===== src/rtl/fpu_dram_pkg.sv =====
// rtl/fpu_dram_pkg.sv - shared constants and state encoding for the FPU-to-DRAM bridge
package fpu_dram_pkg;

    localparam int LINE_BYTES     = 64;
    localparam int BEAT_BYTES     = 8;
    localparam int BEATS_PER_LINE = 8;

    typedef enum logic [2:0] {
        IDLE       = 3'd0,
        WR_WAIT    = 3'd1,
        WR_BEATS   = 3'd2,
        RD_ISSUE   = 3'd3,
        RD_PRESENT = 3'd4,
        DONE       = 3'd5
    } state_t;

endpackage


===== src/rtl/fpu_line_assembler.sv =====
// rtl/fpu_line_assembler.sv - collects returned 64-bit read beats into one 512-bit line
module fpu_line_assembler
    import fpu_dram_pkg::*;
(
    input  logic         clk,
    input  logic         rst,
    input  logic         clear,
    input  logic         beat_valid,
    input  logic [63:0]  beat_data,
    output logic [3:0]   beat_cnt,
    output logic [511:0] line_data
);

    logic [3:0]   cnt_q, cnt_d;
    logic [511:0] line_q, line_d;
    logic [2:0]   slot;

    // Clearing only rewinds the counter so the presented line stays visible until overwritten.
    always_comb begin
        cnt_d  = cnt_q;
        line_d = line_q;
        slot   = 3'd7 - cnt_q[2:0];
        if (clear) begin
            cnt_d = '0;
        end else if (beat_valid && (cnt_q < 4'(BEATS_PER_LINE))) begin
            line_d[{slot, 6'b0} +: 64] = beat_data;
            cnt_d                      = cnt_q + 4'd1;
        end
    end

    always_ff @(posedge clk or posedge rst) begin
        if (rst) begin
            cnt_q  <= '0;
            line_q <= '0;
        end else begin
            cnt_q  <= cnt_d;
            line_q <= line_d;
        end
    end

    assign beat_cnt  = cnt_q;
    assign line_data = line_q;

endmodule


===== src/rtl/fpu_dram_bridge.sv =====
// rtl/fpu_dram_bridge.sv - FPU line to DRAM beat bridge; BRIDGE_STATS_EN adds line counters
module fpu_dram_bridge
    import fpu_dram_pkg::*;
#(
    parameter int ADDR_WIDTH = 32
) (
    input  logic                  clk,
    input  logic                  rst,
    input  logic                  request,
    input  logic                  rd_wr,
    input  logic [ADDR_WIDTH-1:0] address,
    input  logic [15:0]           request_size,
    input  logic                  fpu_ready,
    input  logic [511:0]          write_data,
    output logic                  dram_ready,
    output logic                  request_done,
    output logic [511:0]          read_data,
    output logic [ADDR_WIDTH-1:0] mem_addr,
    output logic                  mem_wr_en,
    output logic                  mem_rd_en,
    output logic [63:0]           mem_wdata,
    input  logic                  mem_stall,
    input  logic [63:0]           mem_rdata,
    input  logic                  mem_rvalid
`ifdef BRIDGE_STATS_EN
    ,
    output logic [31:0]           stat_lines_wr,
    output logic [31:0]           stat_lines_rd
`endif
);

    state_t                state_q, state_d;
    logic [ADDR_WIDTH-1:0] base_q, base_d;
    logic [15:0]           size_q, size_d;
    logic [15:0]           line_cnt_q, line_cnt_d;
    logic [3:0]            beat_q, beat_d;
    logic [3:0]            outst_q, outst_d;
    logic [511:0]          wline_q, wline_d;

    logic                  last_line;
    logic                  issue_ok;
    logic                  rvalid_ok;
    logic                  asm_clear;
    logic [3:0]            asm_cnt;
    logic [ADDR_WIDTH-1:0] beat_addr;

    assign last_line = (line_cnt_q + 16'd1) == size_q;
    assign beat_addr = base_q
                     + ADDR_WIDTH'(line_cnt_q) * ADDR_WIDTH'(LINE_BYTES)
                     + ADDR_WIDTH'(beat_q[2:0]) * ADDR_WIDTH'(BEAT_BYTES);

    // beat_q is the write beat index in WR_BEATS and the count of issued reads in RD_ISSUE.
    assign mem_wr_en    = (state_q == WR_BEATS);
    assign mem_rd_en    = (state_q == RD_ISSUE) && !beat_q[3];
    assign mem_addr     = (mem_wr_en || mem_rd_en) ? beat_addr : '0;
    assign mem_wdata    = mem_wr_en ? wline_q[{~beat_q[2:0], 6'b0} +: 64] : '0;
    assign dram_ready   = (state_q == WR_WAIT) || (state_q == RD_PRESENT);
    assign request_done = (state_q == DONE);

    assign issue_ok  = mem_rd_en && !mem_stall;
    assign rvalid_ok = mem_rvalid && (outst_q != 4'd0);
    assign asm_clear = (state_q == IDLE) || (state_q == RD_PRESENT);

    fpu_line_assembler u_asm (
        .clk        (clk),
        .rst        (rst),
        .clear      (asm_clear),
        .beat_valid (rvalid_ok),
        .beat_data  (mem_rdata),
        .beat_cnt   (asm_cnt),
        .line_data  (read_data)
    );

    always_comb begin
        state_d    = state_q;
        base_d     = base_q;
        size_d     = size_q;
        line_cnt_d = line_cnt_q;
        beat_d     = beat_q;
        wline_d    = wline_q;
        outst_d    = outst_q + {3'b000, issue_ok} - {3'b000, rvalid_ok};
        case (state_q)
            IDLE: begin
                if (request) begin
                    base_d     = address & ~ADDR_WIDTH'(BEAT_BYTES - 1);
                    size_d     = request_size;
                    line_cnt_d = '0;
                    beat_d     = '0;
                    if (request_size == 16'd0) state_d = DONE;
                    else if (rd_wr)            state_d = WR_WAIT;
                    else                       state_d = RD_ISSUE;
                end
            end
            WR_WAIT: begin
                if (fpu_ready) begin
                    wline_d = write_data;
                    beat_d  = '0;
                    state_d = WR_BEATS;
                end
            end
            WR_BEATS: begin
                if (!mem_stall) begin
                    beat_d = beat_q + 4'd1;
                    if (beat_q[2:0] == 3'd7) begin
                        line_cnt_d = line_cnt_q + 16'd1;
                        state_d    = last_line ? DONE : WR_WAIT;
                    end
                end
            end
            RD_ISSUE: begin
                if (issue_ok) beat_d = beat_q + 4'd1;
                if ((asm_cnt == 4'(BEATS_PER_LINE)) && fpu_ready) state_d = RD_PRESENT;
            end
            RD_PRESENT: begin
                line_cnt_d = line_cnt_q + 16'd1;
                beat_d     = '0;
                state_d    = last_line ? DONE : RD_ISSUE;
            end
            DONE: begin
                if (fpu_ready) state_d = IDLE;
            end
            default: state_d = IDLE;
        endcase
    end

    always_ff @(posedge clk or posedge rst) begin
        if (rst) begin
            state_q    <= IDLE;
            base_q     <= '0;
            size_q     <= '0;
            line_cnt_q <= '0;
            beat_q     <= '0;
            outst_q    <= '0;
            wline_q    <= '0;
        end else begin
            state_q    <= state_d;
            base_q     <= base_d;
            size_q     <= size_d;
            line_cnt_q <= line_cnt_d;
            beat_q     <= beat_d;
            outst_q    <= outst_d;
            wline_q    <= wline_d;
        end
    end

`ifdef BRIDGE_STATS_EN
    logic [31:0] stat_lines_wr_q, stat_lines_wr_d;
    logic [31:0] stat_lines_rd_q, stat_lines_rd_d;

    always_comb begin
        stat_lines_wr_d = stat_lines_wr_q;
        stat_lines_rd_d = stat_lines_rd_q;
        if (mem_wr_en && !mem_stall && (beat_q[2:0] == 3'd7) && (stat_lines_wr_q != '1))
            stat_lines_wr_d = stat_lines_wr_q + 32'd1;
        if ((state_q == RD_PRESENT) && (stat_lines_rd_q != '1))
            stat_lines_rd_d = stat_lines_rd_q + 32'd1;
    end

    always_ff @(posedge clk or posedge rst) begin
        if (rst) begin
            stat_lines_wr_q <= '0;
            stat_lines_rd_q <= '0;
        end else begin
            stat_lines_wr_q <= stat_lines_wr_d;
            stat_lines_rd_q <= stat_lines_rd_d;
        end
    end

    assign stat_lines_wr = stat_lines_wr_q;
    assign stat_lines_rd = stat_lines_rd_q;
`endif

endmodule


===== config.mk =====
export PLATFORM = sky130hd
export DESIGN_NAME = fpu_dram_bridge
export DESIGN_NICKNAME = d
export VERILOG_FILES = /design/src/rtl/fpu_dram_pkg.sv /design/src/rtl/fpu_line_assembler.sv /design/src/rtl/fpu_dram_bridge.sv
export SDC_FILE = /design/constraint.sdc
export NUM_CORES = 2
export LEC_CHECK = 0
export ABC_CLOCK_PERIOD_IN_PS = 62800
export BUFFER_PORTS_ARGS = -buffer_cell sky130_fd_sc_hd__clkbuf_2
export CAP_MARGIN = 20
export CORE_AREA = 2 2 484 486
export CTS_CLUSTER_DIAMETER = 40
export DETAILED_ROUTE_END_ITERATION = 8
export DIE_AREA = 0 0 486 488
export MAX_ROUTING_LAYER = met4
export PLACE_DENSITY = 0.41
export REMOVE_ABC_BUFFERS = 1
export SETUP_SLACK_MARGIN = 0.05
export SYNTH_ARGS = -nofsm -noshare
export SYNTH_HDL_FRONTEND = slang
export SYNTH_SLANG_ARGS = --single-unit

===== constraint.sdc =====
create_clock -name clk -period 62.8 [get_ports clk]
set_clock_uncertainty 0.2 [all_clocks]
set_input_delay 9.42 -clock clk [delete_from_list [all_inputs] [get_ports clk]]
set_output_delay 9.42 -clock clk [all_outputs]
set_load 0.03 [all_outputs]

==> results.md <==
* Number of global-route vias before repair at about 38000
* Synthesized flop and latch total at 1100
* Layout cells sized above 1 at 0.455
* Row count at roughly 180
* Startpoint types: flop
* Commonest cells in the netlist: dfrtp_1, nand2_1, mux2_2, o21ai_0, clkbuf_1
* First-pass DRT Iterations at 5
* Post-synthesis cell type count at 66
* Vias post-DR at 36600
* Tot Pwr at ~3.6 mW
* Routed Antenna Nets at 0
* Synth area leaders: dfrtp_1, mux2_2, nand2_1
* EDFF count, synth at 0
* Synth warnings at 0
* WP data arrival at approximately 5100 ps
* Port Buffer Count at 1236
* GRT Util Overall at 0.173
* Status: completed
* Util after Layout at 0.281
* Clock sink count at 1100
* Initial cell density of the core at 0.205
* Area grow syn2layout at 37.1%
* Largest net degree at the start of global routing at 167
* Wire length per cell at between 20 and 25 um
* Final setup violation count at 0
* Number of vias per cell at around 4.3
* Power Dens Cells at roughly 56 mW/mm2
* Clock Latency Late Sink at 840 ps
* Kind of critical path: flop to output port
* Die height at 488 um
* Relative slew slack at 0.254
* Cell with the most instances after synthesis: dfrtp_1
* Critical Path End Type: output port
* Post-route cell area at around 0.065 mm2
* Pre-CTS setup slack at ~48000 ps
* Fin cells at about 8500
* Routability congestion estimate at around 0.84
* RSZ-0062 raised after global routing: false
* Top cell type by total area after synthesis: dfrtp_1
* Placed Area at 0.0569 mm2
* Die width at between 400 and 500 um
* CTS resizes at 0
* Final period utilization at 0.234
* Max Clk Rate at between 0.06 and 0.07 GHz
* Tightest Hold Check Type: flop to flop
* Core area at about 0.23 mm2
* Total Nets Final at ~5900
* Slew of the pin with the lowest slew margin at 1120 ps
* Max-slew violations at 0
* Routed wire length at approximately 210000 um
* Number of max-cap violations at 0
* Min Hold Slack at 271 ps
* Worst EP required at around 53000 ps
* Hold_buf cts at 0
* Remaining DRCs at 0
* Root Buffer Master: clkbuf_16
* Avg Inst Size Synth at ~12 um2
* Detail Placement HPWL at 151000 um
* Hold Vio Cnt, Final at 0
* Cell Area, Synth at 0.0475 mm2
* CTS tree: done
* Setup ws final at just under 50000 ps
* Period minus WS final at 14710 ps
* Setup TNS at 0 ps
* Critical-path maximum fanout at between 40 and 50
* H-tree depth at 4
* Peak supply drop at ~29 uV
* Initial antenna violation count at around 120
* Post-Place Cells at about 8000
* Mapped Cells at 3968
* Main synth FF type: dfrtp_1
* Starting DRC count in detailed routing at about 1800
* Total grt overflow at 0
* Top cell type's share of synthesized area at 0.579
* Die area at about 0.24 mm2
* CTS Buffer Depth at 3
* Clk pin slew, worst setup/hold paths at ~50 ps
* Lkg Pwr at between 20 and 30 nW
* Setup bufs post-CTS at 0
* Sequential area share after synthesis at 0.579
* First-pass GRT wire length at around 290000 um
* Async set-reset flop share out of synthesis at 1.00
* Ports at ~1200
* TritonCTS Buffers at roughly 230
path summary, 6_finish.rpt:
kind | startpoint | end | slack [ps] | depth (start not counted)
max | beat_q[0] | mem_wdata[28] | 48090 | 7
min | u_asm.line_data[116] | u_asm.line_data[116] | 270 | 2
max reg2reg | state_q[0] | wline_q[493] | 58280 | 5
min reg2reg | u_asm.line_data[116] | u_asm.line_data[116] | 270 | 2
max in group asynchronous | rst | wline_q[155] | 48710 | 8
min in group asynchronous | rst | u_asm.line_data[133] | 8540 | 2
registers in the layout, indices dropped and copies added (netlist names):
| signal | count |
|---|---|
| base_q | 29 |
| u_asm.beat_cnt | 4 |
| size_q | 16 |
| wline_q | 512 |
| line_cnt_q | 16 |
| state_q | 3 |
| beat_q | 4 |
| outst_q | 4 |
| u_asm.line_data | 512 |
metal layers:
metal | vias to the layer above | share of wire | GRT usage
met1 | 18400 | 0.39 | 0.190
met5 | - | 0 | -
met4 | 0 | 0.022 | 0.0451
met2 | 1255 | 0.50 | 0.290
met3 | 288 | 0.093 | 0.0708
li1 | 16600 | - | -
cell usage in the layout, fill, tap and decap left out, drive strengths merged, types with 4 or more instances in the layout:
master       n
a211oi       7
a21o        11
a21oi       94
a31oi        6
a41o         4
and2         4
and3         7
buf         54
bufinv      27
clkbuf    1506
clkinv      62
clkinvlp    43
dfrtp     1100
diode       97
ha          29
inv         49
mux2       623
mux2i        4
mux4       128
nand2      931
nand2b       6
nand3       21
nand4        8
nor2        49
nor2b        5
nor3        18
nor4        10
o21a         7
o21ai      414
o31ai       80
o41ai        7
or3          8
xnor2       25
xor2        16
final cells by class:
cell class                      count  area (um2)
Timing Repair Buffer             1290        6640
Clock buffer                      270        6070
Multi-Input combinational cell   2562       18800
Sequential cell                  1100       27500
Fill cell                       24500      167000
Tap cell                         3043        3810
Inverter                           28         114
Antenna cell                       97         243
Clock inverter                    153        1980
cell families after synthesis:
logic type | Yosys count | synth area share
adders and majority gates | 31 | 0.00848
xor gates and xnor gates | 41 | 0.00755
muxes | 755 | 0.209
DFF | 1100 | 0.579
AOI/OAI and AO/OA | 651 | 0.0771
other | 1 | 0.0000789
buffers and inverters | 308 | 0.0280
and+or+nand+nor | 1081 | 0.0905
critical path: stages, from the launching register on:
cell,delay (ps)
dfrtp_4,880
buf_4,620
buf_4,630
buf_4,790
mux4_2,700
nand2_1,100
a21oi_1,70
clkbuf_2,250
power by group:
group	internal, mW	total [mW]	switching [mW]	leakage (nW)
registers	0.981	1.16	0.183	14.1
logic	0.482	1.22	0.740	11.7
clock network	0.807	1.25	0.440	3.80
total	2.27	3.63	1.36	29.6
(Power assumes the default switching activity.)
